`config.mk`:
```
export PLATFORM = sky130hd
export DESIGN_NAME = imem_loader
export DESIGN_NICKNAME = d
export VERILOG_FILES = /design/src/rtl/imem_loader.sv
export SDC_FILE = /design/constraint.sdc
export NUM_CORES = 1
export LEC_CHECK = 0
export CORE_MARGIN = 2
export CORE_UTILIZATION = 57
export CTS_CLUSTER_SIZE = 20
export DETAILED_ROUTE_END_ITERATION = 16
export PLACE_DENSITY = 0.8
export SYNTH_ARGS = -nofsm -noshare
export SYNTH_HDL_FRONTEND = slang
export SYNTH_SLANG_ARGS = --single-unit
```
`constraint.sdc`:
```
create_clock -name clk -period 3.3 [get_ports clk]
set_clock_uncertainty 0.2 [all_clocks]
set_input_delay 0.33 -clock clk [delete_from_list [all_inputs] [get_ports clk]]
set_output_delay 0.33 -clock clk [all_outputs]
set_load 0.02 [all_outputs]
```
`src/rtl/imem_loader.sv`:
```
// ============================================================================
// Module   : imem_loader
// Brief    : Boot-time loader that assembles a little-endian byte stream into
//            32-bit words, writes them to instruction memory and then releases
//            the core from reset.
// Revision : 1.0 - initial release
// ============================================================================
`default_nettype none

module imem_loader #(
  parameter int ADDR_WIDTH     = 10,
  parameter int TIMEOUT_CYCLES = 1000000
) (
  input  logic                  clk,
  input  logic                  rst,
  input  logic                  rx_valid,
  input  logic [7:0]            rx_data,
  output logic                  rx_ready,
  input  logic                  restart,
  output logic                  imem_we,
  output logic [ADDR_WIDTH-1:0] imem_addr,
  output logic [31:0]           imem_wdata,
  output logic                  core_rst_n,
  output logic                  start,
  output logic                  busy,
  output logic                  error
);

  localparam int          CNT_W    = $clog2(TIMEOUT_CYCLES + 1);
  localparam logic [31:0] CAPACITY = 32'd1 << ADDR_WIDTH;

  typedef enum logic [2:0] {
    S_HDR0 = 3'd0,
    S_HDR1 = 3'd1,
    S_DATA = 3'd2,
    S_DONE = 3'd3,
    S_ERR  = 3'd4
  } state_t;

  state_t                state_q, state_d;
  logic [15:0]           n_q, n_d;
  logic [ADDR_WIDTH:0]   idx_q, idx_d;
  logic [1:0]            lane_q, lane_d;
  logic [23:0]           word_q, word_d;
  logic [CNT_W-1:0]      cnt_q, cnt_d;
  logic                  rx_ready_q, rx_ready_d;
  logic                  imem_we_q, imem_we_d;
  logic [ADDR_WIDTH-1:0] imem_addr_q, imem_addr_d;
  logic [31:0]           imem_wdata_q, imem_wdata_d;
  logic                  core_rst_n_q, core_rst_n_d;
  logic                  start_q, start_d;
  logic                  busy_q, busy_d;
  logic                  error_q, error_d;

  logic                  accept;
  logic [15:0]           n_full;
  logic [CNT_W-1:0]      cnt_inc;
  logic                  timed_out;
  logic                  last_word;

  always_comb begin
    state_d      = state_q;
    n_d          = n_q;
    idx_d        = idx_q;
    lane_d       = lane_q;
    word_d       = word_q;
    cnt_d        = cnt_q;
    imem_we_d    = 1'b0;
    imem_addr_d  = imem_addr_q;
    imem_wdata_d = imem_wdata_q;

    accept    = rx_valid & rx_ready_q;
    n_full    = {rx_data, n_q[7:0]};
    cnt_inc   = cnt_q + CNT_W'(1);
    timed_out = (cnt_inc == CNT_W'(TIMEOUT_CYCLES));
    last_word = (({{(31 - ADDR_WIDTH){1'b0}}, idx_q} + 32'd1) == {16'd0, n_q});

    case (state_q)
      S_HDR0: begin
        cnt_d = '0;
        if (accept) begin
          n_d[7:0] = rx_data;
          state_d  = S_HDR1;
        end
      end
      S_HDR1: begin
        if (accept) begin
          n_d[15:8] = rx_data;
          cnt_d     = '0;
          idx_d     = '0;
          lane_d    = 2'd0;
          if (n_full == 16'd0) begin
            state_d = S_DONE;
          end else if ({16'd0, n_full} > CAPACITY) begin
            state_d = S_ERR;
          end else begin
            state_d = S_DATA;
          end
        end else begin
          cnt_d = cnt_inc;
          if (timed_out) state_d = S_ERR;
        end
      end
      S_DATA: begin
        if (accept) begin
          cnt_d  = '0;
          lane_d = lane_q + 2'd1;
          case (lane_q)
            2'd0: word_d[7:0]   = rx_data;
            2'd1: word_d[15:8]  = rx_data;
            2'd2: word_d[23:16] = rx_data;
            default: begin
              imem_we_d    = 1'b1;
              imem_addr_d  = idx_q[ADDR_WIDTH-1:0];
              imem_wdata_d = {rx_data, word_q};
              idx_d        = idx_q + {{ADDR_WIDTH{1'b0}}, 1'b1};
              if (last_word) state_d = S_DONE;
            end
          endcase
        end else begin
          cnt_d = cnt_inc;
          // Partial word is simply abandoned; nothing is written on timeout.
          if (timed_out) state_d = S_ERR;
        end
      end
      S_DONE, S_ERR: begin
        if (restart) begin
          state_d = S_HDR0;
          idx_d   = '0;
          lane_d  = 2'd0;
          cnt_d   = '0;
        end
      end
      default: state_d = S_HDR0;
    endcase

    // Status outputs follow the next state so they change on entry.
    rx_ready_d   = (state_d == S_HDR0) || (state_d == S_HDR1) || (state_d == S_DATA);
    busy_d       = (state_d == S_HDR1) || (state_d == S_DATA);
    error_d      = (state_d == S_ERR);
    start_d      = (state_q == S_DONE) && (state_d == S_DONE);
    core_rst_n_d = start_d;
  end

  always_ff @(posedge clk or negedge rst) begin
    if (!rst) begin
      state_q      <= S_HDR0;
      n_q          <= '0;
      idx_q        <= '0;
      lane_q       <= 2'd0;
      word_q       <= '0;
      cnt_q        <= '0;
      rx_ready_q   <= 1'b0;
      imem_we_q    <= 1'b0;
      imem_addr_q  <= '0;
      imem_wdata_q <= '0;
      core_rst_n_q <= 1'b0;
      start_q      <= 1'b0;
      busy_q       <= 1'b0;
      error_q      <= 1'b0;
    end else begin
      state_q      <= state_d;
      n_q          <= n_d;
      idx_q        <= idx_d;
      lane_q       <= lane_d;
      word_q       <= word_d;
      cnt_q        <= cnt_d;
      rx_ready_q   <= rx_ready_d;
      imem_we_q    <= imem_we_d;
      imem_addr_q  <= imem_addr_d;
      imem_wdata_q <= imem_wdata_d;
      core_rst_n_q <= core_rst_n_d;
      start_q      <= start_d;
      busy_q       <= busy_d;
      error_q      <= error_d;
    end
  end

  assign rx_ready   = rx_ready_q;
  assign imem_we    = imem_we_q;
  assign imem_addr  = imem_addr_q;
  assign imem_wdata = imem_wdata_q;
  assign core_rst_n = core_rst_n_q;
  assign start      = start_q;
  assign busy       = busy_q;
  assign error      = error_q;

endmodule

`default_nettype wire

```
Word level (Yosys, flattened, before mapping):

Cells that the tools add are included.

* register bits: 123
* input bits: 12
* output and inout port bits: 48
* logic and storage cells: 86

* add/subtract/negate cells: 4
* $lt $le $gt $ge: 1
* equality and inequality tests: 16
* muxes and demuxes: 25
* bitwise gates (word level): 2
* reductions and logical operators: 22

Operators with widths (count)
* 20-bit case mux with 3 select lines: 1
* 11-bit 2-to-1 mux: 4
* 20-bit 2-to-1 mux: 2
* 11-bit case mux with 3 select lines: 1
* 3-bit 2-to-1 mux: 9
* 20-bit by 1-bit adder with 20-bit output (second input constant): 1
* 20-bit == test (second input constant): 1
* 12-bit by 16-bit == test with 1-bit output: 1
* 16-bit by 11-bit greater-than comparator with 1-bit output (second input constant): 1
* 16-bit logical NOT: 1
* 11-bit by 1-bit adder with 12-bit output (second input constant): 1
* 3-bit by 2-bit == test with 1-bit output (second input constant): 4
* 3-bit case mux with 4 select lines: 1
* 3-bit AND reduction: 4
* 11-bit by 1-bit adder with 11-bit output (second input constant): 1
* 2-bit inequality test (second input constant): 4
* 3-bit by 1-bit == test with 1-bit output (second input constant): 2
* 3-bit == test (second input constant): 2
* 3-bit logical NOT: 2
* 2-bit 2-to-1 mux: 3
* 2-bit case mux with 3 select lines: 1
* 2-bit AND reduction: 3
* 3-bit nonzero test: 2
* 5-bit AND reduction: 1
* 12 further kinds: 17

Depth between registers and ports, before layout:

Gate-level depths: netlist of run 1.

* depth after elaboration: 9
* mapped depth: 9
* mapped depth without buffers: 8

Worst setup path before layout of run 1:

OpenSTA, ideal clock, no wires.

* path kind: flip-flop to flip-flop
* start point: reg idx_q[0]
* end point: reg busy_q, in the netlist busy
* library setup time: 0.079 ns
* arrival: 2.046 ns
* required time: 3.021 ns
* setup slack: 0.974 ns
* cell stages (with the launch flop): 9
* path buffers: 0
* clock period less this slack: 2.326 ns
* cells stage by stage: dfrtp_1 ha_1 xor2_1 nor4_2 o211ai_1 nor4_2 o2111ai_1 a22oi_2 xor2_1

* longest elaborated chain between the ends: 8
* elaborated cells between the ends (all ways): 9
* classes of those cells: add/sub (1); eq/ne (3); mux (4); reduce/logical (1)

RTL lines
* from (decl): RTL line 42 `logic [ADDR_WIDTH:0] idx_q, idx_d;`
* from (signal assigned): RTL line 164 `idx_q <= idx_d;`
* 11-bit by 1-bit adder with 12-bit output (*): RTL line 76 `last_word = (({{(31 - ADDR_WIDTH){1'b0}}, idx_q} + 32'd1) == {16'd0, n_q});`
* 12-bit by 16-bit == test with 1-bit output (*): RTL line 76
* 3-bit 2-to-1 mux (*): RTL line 117 `if (last_word) state_d = S_DONE;`
* 3-bit 2-to-1 mux (*): RTL line 108 `case (lane_q)`
* 3-bit 2-to-1 mux (*): RTL line 105 `if (accept) begin`
* 3-bit case mux with 4 select lines (*): RTL line 78 `case (state_q)`
* named net state_d[0]: RTL line 40 `state_t state_q, state_d;`
* 3-bit by 1-bit == test with 1-bit output / 3-bit by 2-bit == test with 1-bit output (equally long branches): RTL line 139 `busy_d = (state_d == S_HDR1) || (state_d == S_DATA);`
* 1-bit logical OR (*): RTL line 139
* named net busy_d: RTL line 52 `logic busy_q, busy_d;`
* to (signal assigned): RTL line 174 `busy_q <= busy_d;`
* to (decl): RTL line 52

The timed path passes the listed nets; every way through them passes the cells marked *.
A chain may end at the register's enable or synchronous reset.

Worst setup path after layout of run 1:

* start point: reg idx_q[2]
* end point: reg busy_q, in the netlist busy

Same word-level chain as after synthesis.

==> results of run 1 <==
[area by class of cell]
| cell class | count | area, sq um | share of cell area (%) |
|---|---|---|---|
| sequential | 123 | 3080 | 42.8 |
| timing repair buffer | 74 | 728 | 10.1 |
| tap | 133 | 166 | 2.32 |
| multi-input combinational | 435 | 2580 | 36.0 |
| clock buffer | 24 | 480 | 6.68 |
| inverter | 10 | 37.5 | 0.522 |
| clock inverter | 7 | 113 | 1.57 |
[timing repair]
| item | CTS | global route |
|---|---|---|
| endpoints found under the hold margin | 58 | 0 |
| setup endpoints to repair | 0 | 0 |
| hold buffers | 1 | 0 |
| setup buffers | 0 | 0 |
[worst max path at each step]
stage,start,endpoint,slack [ns],cells after the start
after floorplan,idx_q[0],busy,0.97,8
after global placement,rx_data[4],busy,0.48,7
after detailed placement,rx_data[4],busy,0.42,7
after CTS,cnt_q[0],busy,0.67,8
after global routing,idx_q[2],busy,0.43,7
final,idx_q[2],busy,0.59,7
[cells by family after synthesis]
kind of cell | Yosys count | synth area share [%]
buf+inv | 36 | 2.44
flops | 123 | 53.0
compound gates | 93 | 10.0
xor+xnor | 21 | 3.43
mux | 43 | 8.28
fa+ha+maj | 6 | 1.29
simple gates | 272 | 21.5
[metrics by stage]
| stage | utilization [%] | instance area (sq um) | hold WS (ns) |
|---|---|---|---|
| CTS | 73.2 | 7190 | 0.240 |
| finish | 73.2 | 7190 | 0.209 |
| floorplan | - | 5800 | -0.166 |
| global route | 73.2 | 7190 | 0.281 |
| global placement | 67.1 | 6590 | 0.241 |
| detailed placement | 67.1 | 6590 | 0.242 |
[worst max-delay path, cell delays in order (launching register included)]
cell and delay, ns:
dfrtp_1 0.45, nand3_1 0.23, nor3_1 0.15, a21bo_2 0.22, a2111oi_0 0.62, o2111ai_1 0.26, a22oi_2 0.31, xor2_1 0.18
[flip-flops by register name, summed over array words and instances, names as in the netlist, 2 cells and up]
signal	flops
cnt_q	20
word_q	24
imem_addr	10
n_q	16
lane_q	2
idx_q	11
state_q	3
imem_wdata	32
[routing by layer]
metal,global-route usage [%],vias up
met2,41.8,139
met4,10.1,0
met1,33.7,2330
li1,-,2184
met3,6.74,22
met5,0,-
[synth_stat cells (all sizes together), types with 2 or more instances]
cell type  instances  area (sq um)
a21o               3          22.5
nor2b              2          12.5
nor2              28           105
o21ai             43           215
xnor2             12           105
or3                2          12.5
o41ai              2          17.5
mux2i              3          30.0
a21oi             11          55.1
a22oi              2          25.0
nor3              12          65.1
and2               4          25.0
and3               9          56.3
o21a               3          22.5
or4                2          15.0
a31oi              7          43.8
buf                5          25.0
nand4              8          56.3
dfrtp            123          3080
xor2               8          70.1
a22o               2          17.5
clkbuf            21          78.8
inv               10          37.5
nand2            170           638
o2111ai            2          17.5
o31ai              6          45.0
nor3b              3          22.5
a311oi             2          17.5
ha                 6          75.1
nor4               7          86.3
nand2b             6          37.5
nand3             15          85.1
mux2              40           450
o22ai              3          18.8
[report_power, final]
part	leakage, nW	switching, mW	internal [mW]
Combinational	1.42	0.350	0.327
Sequential	1.68	0.150	1.67
Clock	0.291	0.642	1.22
Total	3.38	1.14	3.22
==> metrics.md, run 1 <==
| Metric | Value |
|---|---|
| Status | completed |
| Total track usage | 25.9% |
| Layout Area Growth over Synthesis | 23.8% |
| Seq/Total Area, Yosys | 53.0% |
| Setup TNS | 0 ns |
| # rows | 36 |
| Post-route ant nets | 0 |
| Initial antenna violation count | 0 |
| # DRC | 0 |
| TritonRoute pass-1 iters | 5 |
| Max Cap Violations | 0 |
| CP Data Arrival Time | 2.95 ns |
| TritonCTS Sinks | 123 |
| Worst slew pin tran | 0.775 ns |
| Core region area | 9820 sq um |
| #FFs+latches synth | 123 |
| Maximum VDD drop | 0.445 mV |
| Top Metal Used | met4 |
| Resized cells post-CTS | 0 |
| Power per Cell Area | 607 nW/um^2 |
| Root buf cell | clkbuf_8 |
| Final setup fails | 0 |
| Hpwl dp | 9.01 mm |
| Synthesized area | 5800 sq um |
| Die width | 105 um |
| Setup slack at placement | 0.420 ns |
| GRT overflow | 0 |
| # diodes | 0 |
| CP startpoint kind | register |
| Post-synthesis instance total | 594 |
| Ports | 60 |
| Critical R2R Launch | idx_q[2] |
| Critical path class | reg2reg |
| CTS tree | yes |
| DRT met1 WL | 5.62 mm |
| Routed WL | 13.4 mm |
| Die Area | 11000 sq um |
| Post-synth EDFFs | 0 |
| Final instance count without filler cells | 806 |
| Top FF cell, synth | dfrtp_1 |
| WL/cell | 16.6 um |
| # placed instances | 774 |
| Port Buffers | 59 |
| RSZ-0062 raised after global routing | false |
| Achievable clock frequency | 369 MHz |
| Via-to-Cell Ratio | 5.80 |
| Pwr Total | 4.36 mW |
| R2r worst-path depth | 7 |
| Fin nets | 679 |
| Post-route minimum period | 2.71 ns |
| Crit end category | register |
| Most frequent cells in the layout | nand2_1 (170), dfrtp_1 (123), clkdlybuf4s50_1 (58) |
| Metal2 WL | 6.93 mm |
| H-tree depth | 4 |
| Met3 wire len | 573 um |
| Final worst slack | 0.588 ns |
| LEAKAGE | 3.38 nW |
| Worst R2R Setup Slack | 0.59 ns |
| Worst reg2reg endpoint | busy |
| Final worst path period share | 82.2% |
| Worst slew margin | 48.4% |
| Fin. Hold Viols | 0 |
| Vias in the first global route | 4591 |
| Fillers | 711 |
| HP Class | in2async |
| GP Congestion | 0.928 |
| Yosys warning count | 0 |
| Commonest non-fill, non-tap cell in the layout | nand2_1 |
| First-pass GRT wire length | 22.5 mm |
| Starting density of the core | 59.1% |
| Initial DRC Count | 269 |
| Via count | 4675 |
| Share of layout cells above drive strength 1 | 14.1% |
| Pin count of the biggest net entering global routing | 66 |
| Clk_lat worst skew | 0.52 ns |
| WP data required | 3.54 ns |
| Worst-path clk slew | 0.06 ns |
| Library cells used by synthesis | 54 |
| Longest Clk Path Bufs | 2 |
| Max Fanout on Critical Path | 7 |
| Mapped Avg Cell Area | 9.77 sq um |
| Die Height | 105 um |
| TritonCTS Buffers | 17 |
| Async SR Flop Fraction | 100% |
| Syn nets | 612 |
| Slew Limit Fails | 0 |
Note: power is estimated with default switching activity, not from simulation.
==> run 2, diff against run 1 <==
clock period = 2.67 ns   (was 3.3 ns; I/O delays follow)
==> run 2 against run 1 <==
Cell count is 1.7% higher. Fmax is 6.7% higher. Highest routed layer unchanged. Combinational power is 33% higher. Setup slack worse by 0.46 ns. Sequential power is 24% higher. Non-clock buffer count is 15 higher. Critical path type unchanged. Global-route usage is 0.97 points higher. Sequential share of layout area is 0.83 points lower. Clock power is 25% higher.
==> metrics.md, run 2 (synthesis gave the netlist of run 1 again) <==
| Metric | Value |
|---|---|
| Worst reg2reg endpoint | busy (unchanged) |
| # DRC | 0 (unchanged) |
| TritonCTS Sinks | 123 (unchanged) |
| Post-route ant nets | 0 (unchanged) |
| TritonRoute pass-1 iters | 4 (was 5) |
| First-pass GRT wire length | 23.5 mm (was 22.5 mm) |
| Int Pwr | 4.05 mW (was 3.22 mW) |
| WP data required | 2.91 ns (was 3.54 ns) |
| Routed WL | 13.7 mm (was 13.4 mm) |
| Power share of the clock group | 42.5% (was 42.7%) |
| Slew Limit Fails | 0 (unchanged) |
| Share of layout cells above drive strength 1 | 16.3% (was 14.1%) |
| Post-route minimum period | 2.54 ns (was 2.71 ns) |
| Starting density of the core | 59.1% (unchanged) |
| Total track usage | 26.9% (was 25.9%) |
| Pin count of the biggest net entering global routing | 56 (was 66) |
| P_sw | 1.44 mW (was 1.14 mW) |
| H-tree depth | 4 (unchanged) |
| Core region area | 9820 sq um (unchanged) |
| Worst R2R Setup Slack | 0.13 ns (was 0.59 ns) |
| CTS tree | yes (unchanged) |
| GRT overflow | 0 (unchanged) |
| WL/cell | 16.8 um (was 16.6 um) |
| Crit end category | register (unchanged) |
| Power per Cell Area | 748 nW/um^2 (was 607 nW/um^2) |
| Layout Area Growth over Synthesis | 26.3% (was 23.8%) |
| HP Class | in2async (unchanged) |
| Fin nets | 694 (was 679) |
| R2r worst-path depth | 7 (unchanged) |
| Initial DRC Count | 319 (was 269) |
| Max reg flops | 32 (unchanged) |
| Critical R2R Launch | state_q[2] (was idx_q[2]) |
| Pwr Total | 5.48 mW (was 4.36 mW) |
| Via-to-Cell Ratio | 5.73 (was 5.80) |
| Hpwl dp | 9.20 mm (was 9.01 mm) |
| TritonCTS Buffers | 17 (unchanged) |
| Die Height | 105 um (unchanged) |
| Final setup fails | 0 (unchanged) |
| Fillers | 729 (was 711) |
| Initial antenna violation count | 0 (unchanged) |
| Maximum VDD drop | 0.671 mV (was 0.445 mV) |
| Sw Ratio | 26.2% (about the same) |
| LEAKAGE | 3.47 nW (was 3.38 nW) |
| Achievable clock frequency | 394 MHz (was 369 MHz) |
| Vias in the first global route | 4785 (was 4591) |
| Hold_ws | 0.100 ns (was 0.209 ns) |
| # diodes | 0 (unchanged) |
| Clk_lat worst skew | 0.52 ns (about the same) |
| Combinational Power Share | 16.4% (was 15.5%) |
| GP Congestion | 0.864 (was 0.928) |
| CP startpoint kind | register (unchanged) |
| Worst slew margin | 45.9% (was 48.4%) |
| Worst Setup SP | state_q[2] (was idx_q[2]) |
| Port Buffers | 59 (unchanged) |
| # rows | 36 (unchanged) |
| Via count | 4697 (was 4675) |
| Sequential share of power | 41.1% (was 41.7%) |
| Critical path class | reg2reg (unchanged) |
| Root buf cell | clkbuf_8 (unchanged) |
| Final worst path period share | 95.2% (was 82.2%) |
| Worst slew pin tran | 0.810 ns (was 0.775 ns) |
| Max Cap Violations | 0 (unchanged) |
| Worst-path clk slew | 0.06 ns (about the same) |
| Die width | 105 um (unchanged) |
| Fin. Hold Viols | 0 (unchanged) |
| RSZ-0062 raised after global routing | false (unchanged) |
| CP Data Arrival Time | 2.78 ns (was 2.95 ns) |
| Max Fanout on Critical Path | 6 (was 7) |
| Most frequent cells in the layout | nand2_1 (170), dfrtp_1 (123), clkdlybuf4s50_1 (58) (unchanged) |
| Commonest non-fill, non-tap cell in the layout | nand2_1 (unchanged) |
| Status | completed (unchanged) |
| Longest Clk Path Bufs | 2 (unchanged) |
| Die Area | 11000 sq um (unchanged) |
| Ports | 60 (unchanged) |
-- run 2: cell type report --
class                      instances  area, sq um  area share [%]
inverter                          10         37.5           0.512
timing repair buffer              89          841            11.5
sequential                       123         3080            42.0
clock inverter                     8          143            1.95
clock buffer                      22          453            6.18
tap                              133          166            2.27
multi-input combinational        435         2610            35.6
-- run 2: timing repair --
action	4_1_cts	5_1_grt
setup buffers	0	2
hold endpoints to repair	43	0
endpoints found under the setup margin	0	2
hold buffers	1	0
gates resized for setup	0	5
-- run 2: critical path, stage by stage, from the launching register on --
cell and delay [ns]:
dfrtp_1 0.43, or3b_1 0.48, nor4_2 0.31, o211ai_1 0.13, nor4_2 0.29, o2111ai_1 0.18
a22oi_2 0.27, xor2_1 0.17
-- run 2: per-stage QoR --
| step | worst slack, ns | util (%) | TNS [ns] | instances | instance area, sq um |
|---|---|---|---|---|---|
| 5_1_grt | 0.00495 | 74.6 | 0 | 820 | 7330 |
| 3_3_place_gp | -0.0742 | 68.1 | -0.134 | 787 | 6680 |
| 2_1_floorplan | 0.344 | - | 0 | 594 | 5800 |
| 3_5_place_dp | -0.110 | 68.1 | -0.209 | 787 | 6680 |
| 4_1_cts | 0.107 | 74.2 | 0 | 818 | 7290 |
| 6_report | 0.129 | 74.6 | 0 | 820 | 7330 |
-- run 2: power by group through the flow --
stage / Clock (mW) / Combinational [mW] / Sequential, mW
2_1_floorplan: 0 / 0.583 / 2.23
3_3_place_gp: 0 / 0.847 / 2.26
3_5_place_dp: 0 / 0.878 / 2.28
4_1_cts: 2.36 / 0.894 / 2.25
5_1_grt: 2.45 / 0.988 / 2.27
6_report: 2.33 / 0.899 / 2.25
-- run 2: metal layers --
metal	routed length (um)	global-route usage, %
met1	5690	33.3
met2	7370	45.8
met3	489	5.43
met4	187	11.6
met5	0	0
-- run 2: how the worst max path moves through the flow --
stage / cells past startpoint / endpoint
6_report: 7 / busy
2_1_floorplan: 8 / busy
3_5_place_dp: 8 / busy
5_1_grt: 7 / rx_ready
4_1_cts: 7 / busy
3_3_place_gp: 8 / busy
